<file path="src/rtl/axi_wresp_monitor.sv">
`default_nettype none
// ============================================================================
//  Module      : axi_wresp_monitor
//  Description : Passive AXI4 write-response monitor with sticky error flags.
//                Define AXI_WRESP_MON_ID_CHECK_EN for per-ID BID tracking.
//  Revision    : 1.0 - initial release
// ============================================================================
module axi_wresp_monitor #(
    parameter int C_AXI_ID_WIDTH  = 4,
    parameter int MAX_WAIT        = 5,
    parameter int MAX_OUTSTANDING = 16
) (
    input  logic                                     AXI_ACLK,
    input  logic                                     AXI_ARESETN,
    input  logic                                     AXI_AWVALID,
    input  logic                                     AXI_AWREADY,
    input  logic [C_AXI_ID_WIDTH-1:0]                AXI_AWID,
    input  logic                                     AXI_BVALID,
    input  logic                                     AXI_BREADY,
    input  logic [C_AXI_ID_WIDTH-1:0]                AXI_BID,
    input  logic [1:0]                               AXI_BRESP,
    input  logic                                     err_clear,
    output logic [6:0]                               err_flags,
    output logic                                     err_any,
    output logic [2:0]                               first_err_code,
    output logic [$clog2(MAX_OUTSTANDING+1)-1:0]     outstanding
);

    localparam int OUTST_W = $clog2(MAX_OUTSTANDING + 1);
    localparam int WAIT_W  = $clog2(MAX_WAIT + 2);

    localparam logic [OUTST_W-1:0] C_MAX_OUT  = OUTST_W'(MAX_OUTSTANDING);
    localparam logic [WAIT_W-1:0]  C_MAX_WAIT = WAIT_W'(MAX_WAIT);
    localparam logic [WAIT_W-1:0]  C_WAIT_SAT = WAIT_W'(MAX_WAIT + 1);

    logic                      w_aw_hs;
    logic                      w_b_hs;
    logic                      w_stall;
    logic                      w_bid_unknown;
    logic [6:0]                w_new_err;
    logic [2:0]                w_first_code;

    logic                      r_rst_seen;
    logic                      r_prev_stall;
    logic [C_AXI_ID_WIDTH-1:0] r_prev_bid;
    logic [1:0]                r_prev_bresp;
    logic [WAIT_W-1:0]         r_stall_cnt;
    logic [OUTST_W-1:0]        r_outst;
    logic [6:0]                r_flags;
    logic [2:0]                r_code;

    assign w_aw_hs = AXI_AWVALID & AXI_AWREADY;
    assign w_b_hs  = AXI_BVALID & AXI_BREADY;
    assign w_stall = AXI_BVALID & ~AXI_BREADY;

`ifdef AXI_WRESP_MON_ID_CHECK_EN
    localparam int C_NUM_IDS = 2 ** C_AXI_ID_WIDTH;

    logic [C_NUM_IDS-1:0] w_id_zero;

    generate
        for (genvar gi = 0; gi < C_NUM_IDS; gi++) begin : g_id_cnt
            logic               w_inc;
            logic               w_dec;
            logic [OUTST_W-1:0] r_cnt;

            assign w_inc         = w_aw_hs & (AXI_AWID == C_AXI_ID_WIDTH'(gi));
            assign w_dec         = w_b_hs  & (AXI_BID  == C_AXI_ID_WIDTH'(gi));
            assign w_id_zero[gi] = (r_cnt == '0);

            always_ff @(posedge AXI_ACLK) begin
                if (!AXI_ARESETN) begin
                    r_cnt <= '0;
                end else if (w_inc && !w_dec && r_cnt != C_MAX_OUT) begin
                    r_cnt <= r_cnt + 1'b1;
                end else if (w_dec && !w_inc && r_cnt != '0) begin
                    r_cnt <= r_cnt - 1'b1;
                end
            end
        end
    endgenerate

    assign w_bid_unknown = w_b_hs & w_id_zero[AXI_BID];
`else
    logic w_unused_awid;
    assign w_unused_awid = ^AXI_AWID;
    assign w_bid_unknown = 1'b0;
`endif

    always_comb begin
        w_new_err    = '0;
        w_new_err[0] = r_rst_seen & AXI_BVALID;
        w_new_err[1] = r_prev_stall & ~AXI_BVALID;
        w_new_err[2] = r_prev_stall & ((AXI_BID != r_prev_bid) | (AXI_BRESP != r_prev_bresp));
        w_new_err[3] = w_stall & (r_stall_cnt == C_MAX_WAIT);
        // A same-cycle AW does not excuse an early B: the AW must already be counted.
        w_new_err[4] = w_b_hs & (r_outst == '0);
        w_new_err[5] = w_aw_hs & ~w_b_hs & (r_outst == C_MAX_OUT);
        w_new_err[6] = w_bid_unknown;
    end

    always_comb begin
        w_first_code = 3'd0;
        for (int i = 6; i >= 0; i--) begin
            if (w_new_err[i]) begin
                w_first_code = 3'(i + 1);
            end
        end
    end

    always_ff @(posedge AXI_ACLK) begin
        if (!AXI_ARESETN) begin
            r_rst_seen   <= 1'b1;
            r_prev_stall <= 1'b0;
            r_prev_bid   <= '0;
            r_prev_bresp <= '0;
            r_stall_cnt  <= '0;
        end else begin
            r_rst_seen   <= 1'b0;
            r_prev_stall <= w_stall;
            r_prev_bid   <= AXI_BID;
            r_prev_bresp <= AXI_BRESP;
            if (!w_stall) begin
                r_stall_cnt <= '0;
            end else if (r_stall_cnt != C_WAIT_SAT) begin
                r_stall_cnt <= r_stall_cnt + 1'b1;
            end
        end
    end

    always_ff @(posedge AXI_ACLK) begin
        if (!AXI_ARESETN) begin
            r_outst <= '0;
        end else begin
            case ({w_aw_hs, w_b_hs})
                2'b10:   if (r_outst != C_MAX_OUT) r_outst <= r_outst + 1'b1;
                2'b01:   if (r_outst != '0)        r_outst <= r_outst - 1'b1;
                default: r_outst <= r_outst;
            endcase
        end
    end

    // A clear coinciding with a new error keeps the new error, not a blank slate.
    always_ff @(posedge AXI_ACLK) begin
        if (!AXI_ARESETN) begin
            r_flags <= '0;
            r_code  <= '0;
        end else begin
            r_flags <= (err_clear ? 7'd0 : r_flags) | w_new_err;
            if ((|w_new_err) && (err_clear || r_flags == '0)) begin
                r_code <= w_first_code;
            end else if (err_clear) begin
                r_code <= '0;
            end
        end
    end

    assign err_flags      = r_flags;
    assign err_any        = |r_flags;
    assign first_err_code = r_code;
    assign outstanding    = r_outst;

endmodule
`default_nettype wire

</file>
<file path="config.mk">
export PLATFORM = sky130hd
export DESIGN_NAME = axi_wresp_monitor
export DESIGN_NICKNAME = d
export VERILOG_FILES = /design/src/rtl/axi_wresp_monitor.sv
export SDC_FILE = /design/constraint.sdc
export NUM_CORES = 1
export LEC_CHECK = 0
export CORE_ASPECT_RATIO = 2
export CORE_MARGIN = 5
export CORE_UTILIZATION = 47
export CTS_CLUSTER_SIZE = 16
export DETAILED_ROUTE_END_ITERATION = 8
export HOLD_SLACK_MARGIN = 0.08
export PLACE_DENSITY = 0.78
export SLEW_MARGIN = 20
export SYNTH_ARGS = -nofsm -noshare
export SYNTH_HDL_FRONTEND = slang
export SYNTH_SLANG_ARGS = --single-unit
</file>
<file path="constraint.sdc">
create_clock -name AXI_ACLK -period 2.39 [get_ports AXI_ACLK]
set_input_delay 0.239 -clock AXI_ACLK [delete_from_list [all_inputs] [get_ports AXI_ACLK]]
set_output_delay 0.239 -clock AXI_ACLK [all_outputs]
set_load 0.05 [all_outputs]
</file>
==> out/qor.yml, run 1 <==
sta:
  setup_viol: 0
  rsz0062_at_grt: "false"
  max_freq_mhz: 494
  fin_setup_tns_ps: 0
  slew_headroom_pct: 66.2
  tightest_slew_ps: 505
  post-route-min-period_ps: 2020
  hold_viol_final: 0
  fin_crit_sh_pct: 84.7
  skew_ps: 1.84
  finalMaxSlewViolations: 0
die:
  die_area_um2: 3830
  ios: 33
  core-area_um2: 2540
  fp.dieH_um: 82.7
  start_util_pct: 49.0
  placementRows: 26
  die_w_um: 46.4
worst_hold_path:
  holdPathEnd: "first_err_code[0]$_SDFFE_PN0P_"
  min_path_cells: 2
  hold_path.startpoint: "first_err_code[0]$_SDFFE_PN0P_"
  hold_class: "reg -> reg"
pwr:
  p_leak_nw: 0.658
  peakVddDrop_v: 0.000442
  p_per_area_nw_per_um2: 617
critical_path:
  rr_startpoint: "outstanding[2]$_SDFFE_PN0P_"
  cp-start-kind: "input pin"
  reg2reg_depth: 5
  worstReg2RegEnd: "first_err_code[1]$_SDFFE_PN0P_"
  required_ps: 2560
  cp_max_fo: 4
  r2r_slack_ps: 580
  critical_path_class: "in -> reg"
  arrival_ps: 2190
  critPathCaptureType: "flop"
synthesis:
  syn_area_um2: 1240
  ys_types: 34
  seq_area_frac_synth_pct: 40.3
  synth.avg_cell_area_um2: 8.63
  postSynthRegisterBits: 25
  yosys-top-cells-area: "dfxtp_1, ha_1, xnor2_1"
  syn_inst: 144
  synth_warnings: 0
  yosysTopAreaCellShare_pct: 40.3
  syn_nets: 170
  synth_top_area_cell: "dfxtp_1"
clocking:
  cts_buffers: 3
  clock-sinks: 25
  cts_tree: "built"
  clock_tree.root_cell: "clkbuf_8"
  post_cts_buffers: 0
  clock_latency_ps: 270
  clock_path_buffers: 2
  cts_resized: 0
  htreeDepth: 1
  path_clk_slew_ps: 80
  cts-hold-fix-buffers: 0
detailed_routing:
  num_vias: 1060
  drt_wl_total_mm: 2.80
  ant_nets: 0
  drc: 0
  first_pass_iters: 4
  via_per_inst: 5.20
  drt_iter0_drc: 17
  avgRoutedWirePerCell_um: 13.7
status:
  status: "finished, final reports clean"
global_routing:
  first_global_vias: 1103
  grt_max_degree: 14
  grt_pass1_wl_mm: 4.62
  track_usage_pct: 16.5
  overflow: 0
  antenna_found_initial: 0
placed_design:
  placedCellCount: 200
  portBuffers: 27
  gp_congestion: 0.742
  hpwl_mm: 2.19
cells_and_area:
  drive_above_1_share_pct: 6.82
  syn2layout_area_growth_pct: 29.4
  fin_cells: 204
  fin_nets: 203
  n_antenna_cell: 0
  fillers: 222
job:
  cap_violations: 0
==> routing by layer <==
layer / vias to the layer above / global-route usage (%) / share of wire [%]
met5: - / 0 / 0
met4: 0 / 8.83 / 2.2
met3: 7 / 1.52 / 4.4
met2: 33 / 30.4 / 56
met1: 482 / 17.1 / 38
li1: 538 / - / -
==> flip-flops by register name, indices dropped and copies added (netlist names) <==
register / flops
err_flags: 6
first_err_code: 3
outstanding: 5
r_prev_bid: 4
r_prev_bresp: 2
r_prev_stall: 1
r_rst_seen: 1
r_stall_cnt: 3
==> critical path, cell delays in order <==
cell and delay [ps]:
clkdlybuf4s50_1 500, nand2_1 100, inv_1 60, ha_1 220
inv_1 70, fa_1 380, nor2b_1 130, o21a_1 130
nor3_1 40, nand3b_1 170, mux2i_1 140
==> worst max path at each step <==
stage | depth (start not counted) | slack (ps) | from | to
global route | 11 | 230 | AXI_BREADY | outstanding[4]$_SDFFE_PN0P_
global placement | 11 | 100 | AXI_BREADY | outstanding[4]$_SDFFE_PN0P_
finish | 11 | 370 | AXI_BREADY | outstanding[4]$_SDFFE_PN0P_
detailed placement | 11 | 80 | AXI_BREADY | outstanding[4]$_SDFFE_PN0P_
floorplan | 7 | 440 | outstanding[0]$_SDFFE_PN0P_ | outstanding[4]$_SDFFE_PN0P_
CTS | 11 | 350 | AXI_BREADY | outstanding[4]$_SDFFE_PN0P_
==> layout make-up <==
cell class,instances,area (µm²),share of cell area [%]
multi-input combinational,104,678,42.2
timing repair buffer,32,308,19.1
sequential,25,500,31.1
clock buffer,4,45.0,2.80
tap,28,35.0,2.18
inverter,11,41.3,2.57
==> cells in the mapped netlist <==
cell type / instances
a211oi_1: 2
a21boi_0: 1
a21o_1: 1
a21oi_1: 12
a21oi_2: 1
a31oi_1: 1
and2_1: 6
and3_1: 1
and4b_4: 1
buf_4: 2
clkbuf_1: 2
conb_1: 1
dfxtp_1: 25
fa_1: 1
ha_1: 8
inv_1: 11
mux2i_1: 1
nand2_1: 15
nand2b_1: 8
nand3_1: 3
nand3b_1: 2
nand4_1: 1
nand4b_1: 1
nor2_1: 13
nor2b_1: 2
nor3_1: 3
o21a_1: 1
o21ai_0: 2
o22ai_1: 2
o31ai_1: 1
or3_1: 1
or3_4: 1
or4_4: 1
xnor2_1: 10
==> per-stage QoR <==
stage | power, mW | setup slack (ps) | hold slack [ps] | utilization, % | area [µm²]
after detailed placement | 0.753 | 81.5 | 466 | 61.6 | 1560
after global placement | 0.744 | 98.4 | 458 | 61.6 | 1560
after floorplan | 0.660 | 444 | 361 | - | 1240
after CTS | 0.997 | 352 | 482 | 63.4 | 1610
after global routing | 1.04 | 225 | 508 | 63.4 | 1610
final | 0.993 | 366 | 482 | 63.4 | 1610
==> cell usage in the layout, fill, tap and decap left out, types with 2 or more instances in the layout <==
cell type | netlist | routed
a211oi_1 | 2 | 2
nand2_1 | 15 | 15
nand2b_1 | 8 | 8
and2_1 | 6 | 6
dfxtp_1 | 25 | 25
inv_1 | 11 | 11
ha_1 | 8 | 8
nand3_1 | 3 | 3
nand3b_1 | 2 | 2
a21oi_1 | 12 | 12
o21ai_0 | 2 | 2
o22ai_1 | 2 | 2
nor2b_1 | 2 | 2
buf_4 | 2 | 5
xnor2_1 | 10 | 10
clkdlybuf4s50_1 | 0 | 27
nor3_1 | 3 | 3
nor2_1 | 13 | 13
clkbuf_8 | 0 | 3
==> cells by family (layout without fill, tap and decap cells) <==
group                      count (synthesis)  count (layout)  synth area share [%]
AOI/OAI and AO/OA                         24              24                  11.5
xor gates and xnor gates                  10              10                  7.05
adders and majority gates                  9               9                  9.67
buffers and inverters                     15              47                  5.14
DFF                                       25              25                  40.3
muxes                                      1               1                 0.806
other                                      1               1                 0.302
and+or+nand+nor                           59              59                  25.3
==> report_power, final <==
group	internal (mW)	total (mW)	switching, mW
clock	0.119	0.251	0.131
sequential	0.441	0.463	0.0223
combinational	0.122	0.279	0.157
total	0.682	0.993	0.310
No activity file was read; power rests on OpenSTA's default activity.
==> run 2, diff against run 1 <==
Settings changed: CORE_UTILIZATION 47 to 43, PLACE_DENSITY 0.78 to 0.75.
Clock period 2.39 ns to 1.68 ns, I/O delays scaled along.
==> run 2 against run 1 <==
The flow now finishes with violations (setup timing). Power grew 49%. First-iteration DRC count grew 41%. Clock-buffer cell count is the same. Wire length grew 11%. Sequential power grew 42%.
==> out/qor.yml, run 2 (synthesis gave the netlist of run 1 again) <==
status:
  violations: "setup timing"
  status: "complete, but fails checks"  # was finished, final reports clean
pwr:
  combPwrFrac_pct: 32.8  # was 28.1%
  p_leak_nw: 0.780  # was 0.658 nW
  sequentialPowerShare_pct: 44.2  # was 46.7%
  swShare_pct: 31.0  # was 31.3%
  peakVddDrop_v: 0.000587  # was 0.000442 V
  clockPowerShare_pct: 23.0  # was 25.2%
  total_power_mw: 1.48  # was 0.993 mW
  p_switching_mw: 0.460  # was 0.310 mW
  p_int_mw: 1.02  # was 0.682 mW
  p_per_area_nw_per_um2: 832  # was 617 nW/µm²
die:
  placementRows: 27  # was 26
  fp.dieH_um: 86.0  # was 82.7 µm
  die_w_um: 48.0  # was 46.4 µm
  start_util_pct: 44.9  # was 49.0%
  die_area_um2: 4130  # was 3830 µm²
  core-area_um2: 2770  # was 2540 µm²
  ios: 33  # unchanged
cells_and_area:
  multi_input_area_um2: 726  # was 678 µm²
  fin_nets: 222  # was 203
  drive_above_1_share_pct: 28.2  # was 6.82%
  final_common_cell: "buf_4"  # was clkdlybuf4s50_1
  fin_cells: 224  # was 204
  n_antenna_cell: 0  # unchanged
  syn2layout_area_growth_pct: 43.6  # was 29.4%
  seq_area_um2: 510  # was 500 µm²
  final_cell_mix: "buf_4, dfxtp_1, nor2_1, nand2_1, clkdlybuf4s50_1"  # was clkdlybuf4s50_1, dfxtp_1, nand2_1, nor2_1, a21oi_1
  fillers: 242  # was 222
  largest_reg_flops: 6  # unchanged
  fin_area_um2: 1780  # was 1610 µm²
sta:
  fin_crit_sh_pct: 104
  max_freq_mhz: 570
  setup_viol: 2  # was 0
  worst_slack_ps: -73.5  # was 366 ps
  hold_viol_final: 0  # unchanged
  tightest_slew_ps: 496  # was 505 ps
  skew_ps: 2.92  # was 1.84 ps
  rsz0062_at_grt: "true"  # was false
  finalMaxSlewViolations: 0  # unchanged
  slew_headroom_pct: 66.8  # was 66.2%
  post-route-min-period_ps: 1750
critical_path:
  cp-start-kind: "flop"  # was input pin
  worstSetupStartpoint: "outstanding[2]$_SDFFE_PN0P_"  # was AXI_BREADY
  critPathCaptureType: "flop"  # unchanged
  cpPeakStageDelay_ps: 540  # was 500 ps
  rr_startpoint: "outstanding[2]$_SDFFE_PN0P_"  # unchanged
  arrival_ps: 1900  # was 2190 ps
  critical_path_class: "reg -> reg"  # was in -> reg
  critPathSlowestCell: "or4_4"  # was clkdlybuf4s50_1
  required_ps: 1830  # was 2560 ps
  cpLargestDelayFamily: "simple AND/OR/NAND/NOR gates"  # was buffers and inverters
  cp_max_fo: 4  # unchanged
  crit_buf_inv: 0  # was 3
  crit_chain: "or4_4, or3_4, and4b_4, a21oi_4, o22ai_1"  # was clkdlybuf4s50_1, nand2_1, inv_1, ha_1, inv_1, fa_1, nor2b_1, o21a_1, nor3_1, nand3b_1, mux2i_1
global_routing:
  antenna_found_initial: 0  # unchanged
  first_global_vias: 1221  # was 1,103
  grt_pass1_wl_mm: 5.07  # was 4.62 mm
  track_usage_pct: 16.6  # was 16.5%
  grt_max_degree: 14  # unchanged
  overflow: 0  # unchanged
job:
  cap_violations: 0  # unchanged
worst_hold_path:
  hold_class: "reg -> reg"  # unchanged
  hold_path.startpoint: "first_err_code[0]$_SDFFE_PN0P_"  # unchanged
detailed_routing:
  ant_nets: 0  # unchanged
  avgRoutedWirePerCell_um: 13.8  # was 13.7 µm
  num_vias: 1162  # was 1,060
  via_per_inst: 5.19  # was 5.20
  first_pass_iters: 4  # unchanged
  drc: 0  # unchanged
  drt_wl_total_mm: 3.10  # was 2.80 mm
  drt_iter0_drc: 24  # was 17
clocking:
  cts_tree: "built"  # unchanged
  cts-hold-fix-buffers: 0  # unchanged
  clock_path_buffers: 2  # unchanged
  htreeDepth: 1  # unchanged
  path_clk_slew_ps: 80  # about the same
  cts_buffers: 3  # unchanged
  clock_tree.root_cell: "clkbuf_8"  # unchanged
  clock-sinks: 25  # unchanged
  clock_latency_ps: 260  # was 270 ps
placed_design:
  hpwl_mm: 2.51  # was 2.19 mm
  placedCellCount: 216  # was 200
  post_dp_cell_area_um2: 1660  # was 1560 µm²
  preCtsSetupSlack_ps: -581  # was 81.5 ps
  portBuffers: 27  # unchanged
  gp_congestion: 0.762  # was 0.742
## run 2: cell count changes in the layout (fill, tap and decap cells not counted), sizes merged
cell           before  now
buf                 5   35
clkdlybuf4s15       0    1
clkdlybuf4s50      27   12
dlygate4sd2         0    3
## run 2: repair_timing
item,in CTS,in global routing
pin swaps,6,6
buffers inserted,2,2
setup endpoints to repair,6,6
resized for setup,14,5
## run 2: worst paths after layout
path,endpoint,slack [ps],cells after the start
max,first_err_code[1]$_SDFFE_PN0P_,-70,5
max reg2reg,first_err_code[1]$_SDFFE_PN0P_,-70,5
min,first_err_code[0]$_SDFFE_PN0P_,480,2
min reg2reg,first_err_code[0]$_SDFFE_PN0P_,480,2
## run 2: cell type report
type | instances | area share (%)
clock buffers | 4 | 2.52
inverters | 11 | 2.45
repair buffers | 51 | 23.7
well taps | 29 | 2.03
multi-input cells | 104 | 40.7
flip-flops and latches | 25 | 28.6
## run 2: power by group through the flow
stage	clock (mW)	combinational, mW	sequential, mW
3_5_place_dp	0	0.450	0.669
3_3_place_gp	0	0.438	0.666
2_1_floorplan	0	0.189	0.751
5_1_grt	0.395	0.524	0.661
4_1_cts	0.355	0.469	0.656
6_report	0.341	0.487	0.656
## run 2: per-stage QoR
| stage | hold WS (ps) | TNS (ps) | util, % |
|---|---|---|---|
| after floorplan | 290 | -287 | - |
| after global placement | 458 | -1850 | 59.9 |
| after detailed placement | 474 | -2390 | 59.9 |
| after CTS | 488 | -150 | 63.5 |
| after global routing | 506 | -320 | 64.4 |
| final | 478 | -146 | 64.4 |
## run 2: worst min-delay path: stages, from the launching register on
cell     delay [ps]
dfxtp_1         320
nand2_1          50
o22ai_1          60
## run 2: routing by layer
| metal | up-vias | wire, µm | global-route usage, % |
|---|---|---|---|
| li1 | 576 | - | - |
| met1 | 553 | 1060 | 15.1 |
| met2 | 25 | 1820 | 31.1 |
| met3 | 8 | 122 | 2.52 |
| met4 | 0 | 91 | 9.07 |
| met5 | - | 0 | 0 |
